File: config.mk
export PLATFORM = sky130hd
export DESIGN_NAME = f2d_queue
export DESIGN_NICKNAME = d
export VERILOG_FILES = /design/src/rtl/f2d_queue.sv
export SDC_FILE = /design/constraint.sdc
export NUM_CORES = 1
export LEC_CHECK = 0
export BUFFER_PORTS_ARGS = -buffer_cell sky130_fd_sc_hd__buf_2
export CAP_MARGIN = 20
export CORE_ASPECT_RATIO = 1.4
export CORE_MARGIN = 1.5
export CORE_UTILIZATION = 30
export CTS_BUF_LIST = sky130_fd_sc_hd__clkbuf_8
export CTS_CLUSTER_DIAMETER = 40
export DETAILED_ROUTE_END_ITERATION = 16
export PLACE_DENSITY = 0.57
export SYNTH_ARGS = -nofsm -noshare
export SYNTH_HDL_FRONTEND = slang
export SYNTH_SLANG_ARGS = --single-unit
File: constraint.sdc
create_clock -name clk -period 1.85 [get_ports clk]
set_clock_uncertainty 0.15 [all_clocks]
set_input_delay 0.0925 -clock clk [delete_from_list [all_inputs] [get_ports clk]]
set_output_delay 0.0925 -clock clk [all_outputs]
set_load 0.1 [all_outputs]
File: src/rtl/f2d_queue.sv
`default_nettype none
// ============================================================================
//  Module      : f2d_queue
//  Description : Two-entry fetch-to-decode instruction queue. Buffers
//                {PC, Instr, BD, ExcCode} records between the instruction
//                fetch unit and the decode stage so that a decode stall does
//                not immediately stall fetch, and a flush discards everything
//                in flight.
//
//  Optional feature macro:
//    F2D_ADEL_CHECK_EN - when defined, each push is tagged ExcCode=4 (AdEL)
//                        if F_PC is misaligned or outside
//                        32'h00003000..32'h00006FFC; such entries store
//                        Instr=0. When undefined, ExcCode is always 0 and
//                        F_Instr is stored verbatim.
//
//  Ports:
//    clk        in   1   clock, rising edge
//    reset      in   1   asynchronous active-low reset
//    F_PC       in  32   PC of fetched instruction
//    F_Instr    in  32   instruction word at F_PC
//    F_BD       in   1   fetched instruction is in a delay slot
//    F_valid    in   1   fetch presents an entry
//    F_ready    out  1   queue can accept an entry (drives IFU PC_en)
//    D_ready    in   1   decode consumes the head entry
//    flush      in   1   redirect: discard all entries
//    D_valid    out  1   head entry valid
//    D_PC       out 32   head entry PC
//    D_Instr    out 32   head entry instruction
//    D_BD       out  1   head entry delay-slot flag
//    D_ExcCode  out  5   head entry exception code (0 none, 4 AdEL)
//    count      out  2   occupancy 0..2
//
//  Revision    : 1.0  initial release
// ============================================================================
module f2d_queue (
   input  logic        clk,
   input  logic        reset,
   input  logic [31:0] F_PC,
   input  logic [31:0] F_Instr,
   input  logic        F_BD,
   input  logic        F_valid,
   output logic        F_ready,
   input  logic        D_ready,
   input  logic        flush,
   output logic        D_valid,
   output logic [31:0] D_PC,
   output logic [31:0] D_Instr,
   output logic        D_BD,
   output logic [4:0]  D_ExcCode,
   output logic [1:0]  count
);

   localparam logic [31:0] RESET_PC  = 32'h0000_3000;
   localparam logic [4:0]  EXC_NONE  = 5'd0;
   localparam logic [4:0]  EXC_ADEL  = 5'd4;
`ifdef F2D_ADEL_CHECK_EN
   localparam logic [31:0] TEXT_LO   = 32'h0000_3000;
   localparam logic [31:0] TEXT_HI   = 32'h0000_6FFC;
`endif

   // Storage
   logic [31:0] pc_mem    [2];
   logic [31:0] instr_mem [2];
   logic        bd_mem    [2];
   logic [4:0]  exc_mem   [2];

   logic        wr_ptr;
   logic        rd_ptr;
   logic [1:0]  count_q;

   logic        push;
   logic        pop;
   logic        adel;
   logic [31:0] instr_in;
   logic [4:0]  exc_in;

   // Handshake flags derive from registered occupancy only, so there is no
   // combinational path from D_ready / F_valid to F_ready / D_valid.
   assign F_ready = (count_q != 2'd2);
   assign D_valid = (count_q != 2'd0);
   assign count   = count_q;

   assign push = F_valid && F_ready;
   assign pop  = D_valid && D_ready;

   // Head entry presented straight from storage; no empty-queue bypass.
   assign D_PC      = pc_mem[rd_ptr];
   assign D_Instr   = instr_mem[rd_ptr];
   assign D_BD      = bd_mem[rd_ptr];
   assign D_ExcCode = exc_mem[rd_ptr];

   // Address-error classification of the incoming fetch
`ifdef F2D_ADEL_CHECK_EN
   always_comb begin
      adel = 1'b0;
      if ((F_PC[1:0] != 2'b00) || (F_PC < TEXT_LO) || (F_PC > TEXT_HI)) begin
         adel = 1'b1;
      end
   end
`else
   assign adel = 1'b0;
`endif

   // A faulting fetch carries no meaningful instruction; a zero word keeps
   // decode from acting on whatever the bus returned.
   assign instr_in = adel ? 32'h0000_0000 : F_Instr;
   assign exc_in   = adel ? EXC_ADEL : EXC_NONE;

   // Pointers and occupancy; flush overrides any concurrent push/pop.
   always_ff @(posedge clk or negedge reset) begin
      if (!reset) begin
         wr_ptr  <= 1'b0;
         rd_ptr  <= 1'b0;
         count_q <= 2'd0;
      end else if (flush) begin
         wr_ptr  <= 1'b0;
         rd_ptr  <= 1'b0;
         count_q <= 2'd0;
      end else begin
         if (push) begin
            wr_ptr <= ~wr_ptr;
         end
         if (pop) begin
            rd_ptr <= ~rd_ptr;
         end
         case ({push, pop})
            2'b10:   count_q <= count_q + 2'd1;
            2'b01:   count_q <= count_q - 2'd1;
            default: count_q <= count_q;
         endcase
      end
   end

   // Entry storage; written only on an accepted, non-flushed push.
   always_ff @(posedge clk or negedge reset) begin
      if (!reset) begin
         for (int i = 0; i < 2; i++) begin
            pc_mem[i]    <= RESET_PC;
            instr_mem[i] <= 32'h0000_0000;
            bd_mem[i]    <= 1'b0;
            exc_mem[i]   <= EXC_NONE;
         end
      end else if (push && !flush) begin
         pc_mem[wr_ptr]    <= F_PC;
         instr_mem[wr_ptr] <= instr_in;
         bd_mem[wr_ptr]    <= F_BD;
         exc_mem[wr_ptr]   <= exc_in;
      end
   end

endmodule
`default_nettype wire

### Word-level counts from Yosys, hierarchy flattened

Cells that the tools add are included.

* register bits: 144
* input port bits: 70
* output and inout bits: 74
* logic and storage cells: 61

* eq/ne operators: 3
* bitwise gates (word level): 6
* order comparisons: 3
* reductions and logical operators: 9
* muxes and demuxes: 27
* $add $sub $neg: 2

Operators by type and width (number)
* $mux 32: 7
* $bwmux 64: 2
* $demux 32 s1: 1
* $mux 5: 4
* $and 10x10->10: 1
* $not 10->10: 1
* $mux 1: 8
* $reduce_bool 2->1: 3
* $demux 5 s1: 1
* $ge 2x2->1 const B: 2
* $logic_and 1x1->1: 4
* $not 1->2: 2
* $pmux 2 s2: 1
* $reduce_bool 3->1: 1
* $add 2x1->2 const B: 1
* $bwmux 2: 1
* $eq 2x1->1 const B: 1
* $eq 2x2->1 const B: 1
* $lt 2x1->1 const B: 1
* $mux 2: 1
* $ne 2x2->1 const B: 1
* $not 1->1: 2
* $sub 2x1->2 const B: 1
* $demux 1 s1: 1
* $logic_not 1->1: 1

### Logic depth before layout (Yosys ltp)

Gate-level depths: netlist of run 1.

* depth after elaboration: 7
* mapped depth: 5
* gate-level depth less buffers: 4

### Least setup slack after synthesis of run 1

Ideal clock, no wire load.

* path kind: flip-flop to flip-flop
* start point: reg count_q[1] (netlist: count[1])
* end point: reg bd_mem[0] in the netlist's numbering
* path buffers: 1
* clock period less this slack: 2.983 ns
* setup time: 0.125 ns
* path slack: -1.133 ns
* required time: 1.575 ns
* arrival time: 2.709 ns
* stages on the path, launching flop included: 6
* cells stage by stage: dfrtp_1 -> nor2b_2 -> inv_1 -> nand4b_1 -> buf_2 -> mux2_2

* longest elaborated chain between the ends: 3

Ends and longest elaborated chain
* start: declaration: RTL line 70 `logic [1:0] count_q;`
* start signal: assignment: RTL line 128 `2'b10: count_q <= count_q + 2'd1;`
* start signal: assignment: RTL line 129 `2'b01: count_q <= count_q - 2'd1;`
* start signal: assignment: RTL line 130 `default: count_q <= count_q;`
* $ne 2x2->1: RTL line 80 `assign F_ready = (count_q != 2'd2);`
* via F_ready: RTL line 43 `output logic F_ready,`
* $logic_and 1x1->1: RTL line 84 `assign push = F_valid && F_ready;`
* $logic_and 1x1->1: RTL line 144 `end else if (push && !flush) begin`
* end signal: indexed assignment: RTL line 141 `bd_mem[i] <= 1'b0;`
* end signal: indexed assignment: RTL line 147 `bd_mem[wr_ptr] <= F_BD;`
* end: declaration: RTL line 65 `logic bd_mem [2];`

The timed path passes the listed nets, and every way through them passes these cells.
A chain may end at the register's enable or synchronous reset.

### Worst setup path in the final report of run 1

* start point: reg rd_ptr
* end point: out D_Instr[25]

* longest elaborated chain between the ends: 4

Ends and longest elaborated chain
* start: declaration: RTL line 69 `logic rd_ptr;`
* start signal: assignment: RTL line 125 `rd_ptr <= ~rd_ptr;`
* $not 1->2 (implied by the code): RTL line 89 `assign D_Instr = instr_mem[rd_ptr];`
* $mux 32 (implied by the code) (3 in series): RTL line 89
* end: declaration: RTL line 48 `output logic [31:0] D_Instr,`

Every way passes these cells. The select of a mux whose other input is x is not followed.

==> impl_metrics.env, run 1 <==
export IMPL_ctsRootBufferMaster="clkbuf_8"
export IMPL_io_buffers=143
export IMPL_worstPathMaxFanout=8
export IMPL_final_area_mm2=0.01084
export IMPL_worstPathArrival_ps=1770
export IMPL_clk_latency_ps=440
export IMPL_cellLeakagePower_nw=5.108
export IMPL_dpl_hpwl_mm=9.606
export IMPL_place_gp_congestion=0.7068
export IMPL_htreeDepth=4
export IMPL_netlist_area_leader_share_pct=56.76
export IMPL_vias_per_cell=4.625
export IMPL_synth_distinct_cells=26
export IMPL_drive_gt1_share_pct=65.98
export IMPL_critPathRequiredTime_ps=1610
export IMPL_syn_area_per_cell_um2=15.55
export IMPL_r2r_start="count[1]$_DFFE_PN0P_"
export IMPL_drt_first_pass_iters=4
export IMPL_grt_start_max_net_pins=53
export IMPL_status="finished with violations"
export IMPL_reg2reg_depth=7
export IMPL_grt_busiest_layer="met2"
export IMPL_clkTransAtPathRegs_ps=90
export IMPL_synth_cells=397
export IMPL_hold_violations=0
export IMPL_async_flop_share_pct=100.0
export IMPL_p_per_area_mw_per_mm2=1259
export IMPL_hold_class="in2reg"
export IMPL_die_h_um=172.7
export IMPL_drcViolationCount=0
export IMPL_regToRegEndpoint="instr_mem[56]$_DFFE_PN0P_"
export IMPL_vias=4292
export IMPL_slew_viol_final=0
export IMPL_fin_crit_sh_pct=108.8
export IMPL_drv_cap=0
export IMPL_num_rows=61
export IMPL_max_freq_mhz=496.6
export IMPL_hold_depth=3
export IMPL_peakVddDrop_mv=0.7389
export IMPL_cts_sinks=144
export IMPL_violations="setup timing"
export IMPL_critPathKind="reg2out"
export IMPL_synth_fp_nets=467
export IMPL_area_delta_synth_final_pct=75.63
export IMPL_nNetsFinal=733
export IMPL_cts_buffers=17
export IMPL_dieArea_mm2=0.02146
export IMPL_met1_usage_pct=20.14
export IMPL_routed_wl_mm=17.49
export IMPL_max_slew_margin_pct=66.51
export IMPL_reg2reg_slack_ps=-60
export IMPL_hp_start="F_Instr[24]"
export IMPL_track_usage_pct=16.30
export IMPL_synth_area_leader_cell="dfrtp_1"
export IMPL_io_pins=144
export IMPL_antennaDiodeCount=0
export IMPL_cts_buffer_depth=2
export IMPL_grt_overflow_total=0
export IMPL_min_period_ps=2013
export IMPL_start_kind="flip-flop"
export IMPL_synthFlopType="dfrtp_1"
export IMPL_grt_pass1_vias=5019
export IMPL_tightest_slew_ps=505.9
export IMPL_cts_tree="yes"
export IMPL_drtAntennaViolNets=0
export IMPL_coreArea_mm2=0.02000
export IMPL_syn_area_mm2=0.006172
export IMPL_final_setup_viol_count=155
export IMPL_ys_ff_latch=144
export IMPL_place_area_mm2=0.008727
export IMPL_wl_per_cell_um=18.84
export IMPL_met3_usage_pct=3.713
export IMPL_die_x_um=124.2
export IMPL_ys_top_cells_by_area="dfrtp_1, mux2_2, mux2_1"
export IMPL_place_ws_ps=-88.31
export IMPL_yosysSeqAreaShare_pct=58.46
export IMPL_use_met2_pct=27.20
export IMPL_hold_ws_ps=268.5
export IMPL_start_util_pct=30.87
export IMPL_rsz0062_at_grt="yes"
export IMPL_synth_edf_count=0
export IMPL_grt_pass1_wl_mm=27.62
export IMPL_worstSetupEndpointType="output port"
export IMPL_synth_yosys_warnings=0
export IMPL_antenna_found_initial=0
export IMPL_worst_slack_ps=-163.5
export IMPL_hold_end="instr_mem[24]$_DFFE_PN0P_"
export IMPL_drt_iter0_markers=125
export IMPL_final_util_pct=54.21
## worst max-delay path, stage by stage (launching register included)
cell and delay (ps):
dfrtp_4 510, buf_12 160, clkbuf_16 170, mux2_2 310, buf_12 180
## cell usage after synthesis, types with 2 or more instances
| library cell | number |
|---|---|
| mux2_2 | 188 |
| mux2_1 | 12 |
| clkbuf_1 | 8 |
| a21oi_1 | 2 |
| nor2_1 | 2 |
| buf_4 | 3 |
| dfrtp_1 | 140 |
| nor2b_1 | 5 |
| dfstp_2 | 4 |
| and2_1 | 5 |
| buf_2 | 11 |
| o21ai_0 | 3 |
## cell type report
| cell class | count | area, um2 |
|---|---|---|
| Clock buffer | 20 | 275.3 |
| Clock inverter | 12 | 130.1 |
| Fill cell | 1630 | 9156 |
| Inverter | 2 | 11.26 |
| Multi-Input combinational cell | 229 | 2957 |
| Sequential cell | 144 | 3620 |
| Tap cell | 252 | 315.3 |
| Timing Repair Buffer | 269 | 3532 |
## power by group
part / switching, W / internal (W) / leakage [nW]
registers: 0.000394 / 0.00387 / 1.73
clock network: 0.00127 / 0.00131 / 0.206
logic: 0.00376 / 0.00304 / 3.17
## cells by family after synthesis
group                  after synthesis  synth area share (%)
multiplexers                       200                 36.49
flip-flops                         144                 58.46
buffers and inverters               24                 1.865
AND/OR/NAND/NOR                     21                 2.392
AO/OA/AOI/OAI                        7                0.6487
XOR/XNOR                             1                0.1419
## per-layer routing
layer  wire length (um)  vias up
met5                  0        -
met4                365        0
met3                620       25
met2               9036      104
met1               7463     2214
li1                   -     1949
## sequential cells by signal, indices dropped and copies added (netlist names)
signal / flops
exc_mem: 10
wr_ptr: 1
pc_mem: 64
instr_mem: 64
bd_mem: 2
rd_ptr: 1
count: 2
## through the flow
stage	power (W)	TNS, ps	std cells
floorplan	0.008384	-69260	397
CTS	0.01363	-19620	920
global route	0.01417	-22620	928
global placement	0.01034	-4912	793
detailed placement	0.01044	-7804	793
finish	0.01365	-11860	928
## timing repair
item | CTS | global route
gates cloned | 11 | 8
setup buffers | 15 | 6
hold buffers | 70 | 0
setup endpoints to repair | 201 | 210
endpoints found under the hold margin | 278 | 0
pin swaps | 3 | 1
resized for setup | 108 | 18
## worst max path at each step
stage                         start                      to  slack [ps]  depth (start not counted)
2_1_floorplan  count[1]$_DFFE_PN0P_   bd_mem[0]$_DFFE_PN0P_        -720                          5
3_3_place_gp   count[1]$_DFFE_PN0P_  pc_mem[40]$_DFFE_PN0P_         -70                          5
3_5_place_dp   count[0]$_DFFE_PN0P_  pc_mem[14]$_DFFE_PN0P_         -90                          5
4_1_cts          rd_ptr$_DFFE_PN0P_             D_Instr[13]        -180                          3
5_1_grt          rd_ptr$_DFFE_PN0P_             D_Instr[25]        -220                          4
6_report         rd_ptr$_DFFE_PN0P_             D_Instr[25]        -160                          4
## cell usage in the layout (no fill, tap or decap), types with 2 or more instances in the layout
cell type,n
nor2b_1,5
clkinv_2,4
buf_6,9
inv_6,3
dlygate4sd3_1,70
buf_4,8
buf_2,70
dfrtp_4,3
dfrtp_1,137
buf_8,6
a21oi_1,2
clkbuf_8,20
clkbuf_16,5
nor2_1,2
and2_4,2
bufinv_16,2
o21ai_0,3
buf_12,90
buf_16,11
mux2_4,132
and2_1,3
mux2_2,68
dfstp_2,4
clkinvlp_4,3
(Power assumes the default switching activity.)
==> run 2: changes to the inputs <==
==> config.mk (replaced) <==
export PLATFORM = sky130hd
export DESIGN_NAME = f2d_queue
export DESIGN_NICKNAME = d
export VERILOG_FILES = /design/src/rtl/f2d_queue.sv
export SDC_FILE = /design/constraint.sdc
export NUM_CORES = 1
export LEC_CHECK = 0
export CAP_MARGIN = 20
export CORE_ASPECT_RATIO = 1.4
export CORE_MARGIN = 1.5
export CORE_UTILIZATION = 30
export CTS_BUF_LIST = sky130_fd_sc_hd__clkbuf_8
export CTS_CLUSTER_DIAMETER = 40
export DETAILED_ROUTE_END_ITERATION = 16
export DONT_BUFFER_PORTS = 1
export PLACE_DENSITY = 0.51
export SYNTH_ARGS = -nofsm -noshare
export SYNTH_HDL_FRONTEND = slang
export SYNTH_SLANG_ARGS = --single-unit
==> run 2 against run 1 <==
Compared with the run above: the run ends with hold timing, setup timing left; global-route usage grew 0.51 points; via count decreased by 4.7%; utilization is 1.2 points lower; first-iteration DRC count increased by 3.2%; register-to-register slack got worse by 120 ps; sequential power about the same; count of clock-buffer cells in the layout decreased by 2; cell area fell by 2.1%; flip-flop and latch count is the same; fmax down 0.98%.
==> impl_metrics.env, run 2 (same netlist as run 1, synthesis figures left out) <==
export IMPL_status="finished with violations"
export IMPL_violations="hold timing, setup timing"
export IMPL_drv_cap=0
export IMPL_worstPathCellList="nor2b_4 > clkinvlp_4 > nand4b_1 > buf_6 > buf_12 > buf_12 > buf_16 > mux2_4"
export IMPL_hold_class="in2async"
export IMPL_crit_start="count[0]$_DFFE_PN0P_"
export IMPL_tightest_slew_ps=363.2
export IMPL_clk_latency_ps=450
export IMPL_slew_viol_final=0
export IMPL_cts_buffers=17
export IMPL_nFillCells=1635
export IMPL_cts_buffer_depth=2
export IMPL_pwr_share_clk_pct=18.4
export IMPL_final_common_cell="dfrtp_1"
export IMPL_area_delta_synth_final_pct=71.90
export IMPL_worstSetupEndpointType="flip-flop"
export IMPL_max_slew_margin_pct=75.79
export IMPL_start_util_pct=30.87
export IMPL_critPathKind="reg2reg"
export IMPL_hold_ws_ps=-825.8
export IMPL_start_kind="flip-flop"
export IMPL_place_ws_ps=-137.6
export IMPL_critPathMaxStageDelay_ps=500
export IMPL_nNetsFinal=674
export IMPL_rsz0062_at_grt="yes"
export IMPL_final_util_pct=53.06
export IMPL_grt_start_max_net_pins=145
export IMPL_ctsRootBufferMaster="clkbuf_8"
export IMPL_worst_slack_ps=-183.4
export IMPL_antennaDiodeCount=0
export IMPL_htreeDepth=4
export IMPL_wl_per_cell_um=21.01
export IMPL_antenna_found_initial=0
export IMPL_final_cells=869
export IMPL_worstPathMaxFanout=5
export IMPL_max_freq_mhz=491.8
export IMPL_die_h_um=172.7
export IMPL_coreArea_mm2=0.02000
export IMPL_intPower_w=0.007965
export IMPL_io_pins=144
export IMPL_p_sw_w=0.005424
export IMPL_p_per_area_mw_per_mm2=1262
export IMPL_io_buffers=0
export IMPL_drt_first_pass_iters=4
export IMPL_cts_sinks=144
export IMPL_num_rows=61
export IMPL_drive_gt1_share_pct=62.72
export IMPL_dp_cells=714
export IMPL_top_regs="instr_mem: 64 flops, pc_mem: 64 flops, exc_mem: 10 flops"
export IMPL_dieArea_mm2=0.02146
export IMPL_critPathRequiredTime_ps=2020
export IMPL_multi_input_area_mm2=0.002923
export IMPL_p_sw_share_pct=40.51
export IMPL_seqPwrFrac_pct=31.8
export IMPL_worstPathArrival_ps=2210
export IMPL_clkTransAtPathRegs_ps=90
export IMPL_fin_crit_sh_pct=109.9
export IMPL_combPwrFrac_pct=49.8
export IMPL_peakVddDrop_mv=0.7054
export IMPL_die_x_um=124.2
export IMPL_finalPower_w=0.01339
export IMPL_cts_tree="yes"
export IMPL_hold_violations=144
export IMPL_routed_wl_mm=18.26
export IMPL_final_setup_viol_count=192
export IMPL_cellLeakagePower_nw=4.862
export IMPL_track_usage_pct=16.81
export IMPL_layout_common_cells="dfrtp_1, mux2_4, buf_12"
export IMPL_place_gp_congestion=0.7082
export IMPL_drcViolationCount=0
export IMPL_grt_overflow_total=0
export IMPL_min_period_ps=2033
export IMPL_drt_iter0_markers=129
export IMPL_vias_per_cell=4.707
export IMPL_grt_pass1_wl_mm=28.10
export IMPL_vias=4090
export IMPL_drtAntennaViolNets=0
export IMPL_path_common_cell="buf_12"
export IMPL_grt_pass1_vias=4770
export IMPL_layout_area_seq_mm2=0.003620
export IMPL_dpl_hpwl_mm=8.971
export IMPL_slowest_stage="dfrtp_4"
export IMPL_r2r_start="count[0]$_DFFE_PN0P_"
run 2: changes by cell type in the layout (fill, tap and decap cells not counted), moves of 2 or more:
cell	previous run	this run
buf_8	6	4
clkbuf_8	20	18
clkinv_2	4	1
buf_16	11	13
mux2_4	132	123
buf_6	9	15
inv_6	3	5
clkbuf_16	5	8
mux2_2	68	77
clkinv_4	1	3
buf_2	70	0
buf_4	8	11
run 2: cell type report:
type	count	share of cell area, %
repair buffers	210	31.69
multi-input cells	229	27.55
inverters	2	0.1061
flip-flops and latches	144	34.12
clock inverters	14	1.238
clock buffers	18	2.335
well taps	252	2.972
run 2: worst max-delay path, delay by kind of cell (launching register included):
| kind | cells | cell delay [ps] |
|---|---|---|
| buf+inv | 5 | 620 |
| flops | 1 | 500 |
| simple gates | 2 | 330 |
| mux | 1 | 290 |
run 2: power groups by stage:
stage	sequential (W)	combinational [W]	clock, W
global placement	0.00423	0.00593	0
detailed placement	0.00428	0.00598	0
global route	0.00435	0.00685	0.00269
finish	0.00426	0.00666	0.00247
floorplan	0.00417	0.00421	0
CTS	0.00424	0.00661	0.00255
run 2: metrics by stage:
stage	setup TNS [ps]	cell area, um2
after global routing	-36840	10610
after detailed placement	-11200	8260
after global placement	-7961	8260
after CTS	-27710	10420
final	-22690	10610
after floorplan	-69260	6469
run 2: metal layers:
metal / track usage (%) / part of all wire, % / vias to the layer above
li1: - / - / 1844
met1: 20.62 / 43 / 2145
met2: 29.56 / 53 / 87
met3: 3.991 / 3.2 / 14
met4: 4.358 / 1.1 / 0
met5: 0 / 0 / -
run 2: final timing paths:
check	endpoint	slack, ps	depth (start not counted)
max in group asynchronous	instr_mem[13]$_DFFE_PN0P_	2030	0
worst min-delay path	instr_mem[61]$_DFFE_PN0P_	-830	0
worst min register to register	exc_mem[4]$_DFFE_PN0P_	340	1
worst max-delay path	pc_mem[26]$_DFFE_PN0P_	-180	8
min in group clk	instr_mem[5]$_DFFE_PN0P_	100	4
worst max register to register	pc_mem[26]$_DFFE_PN0P_	-180	8
run 2: what timing repair did:
item	CTS	global route
hold buffers	68	1
setup endpoints to repair	196	203
hold endpoints to repair	278	149
resized for setup	99	21
gates cloned	16	10
setup buffers	30	7
pin swaps	1	2
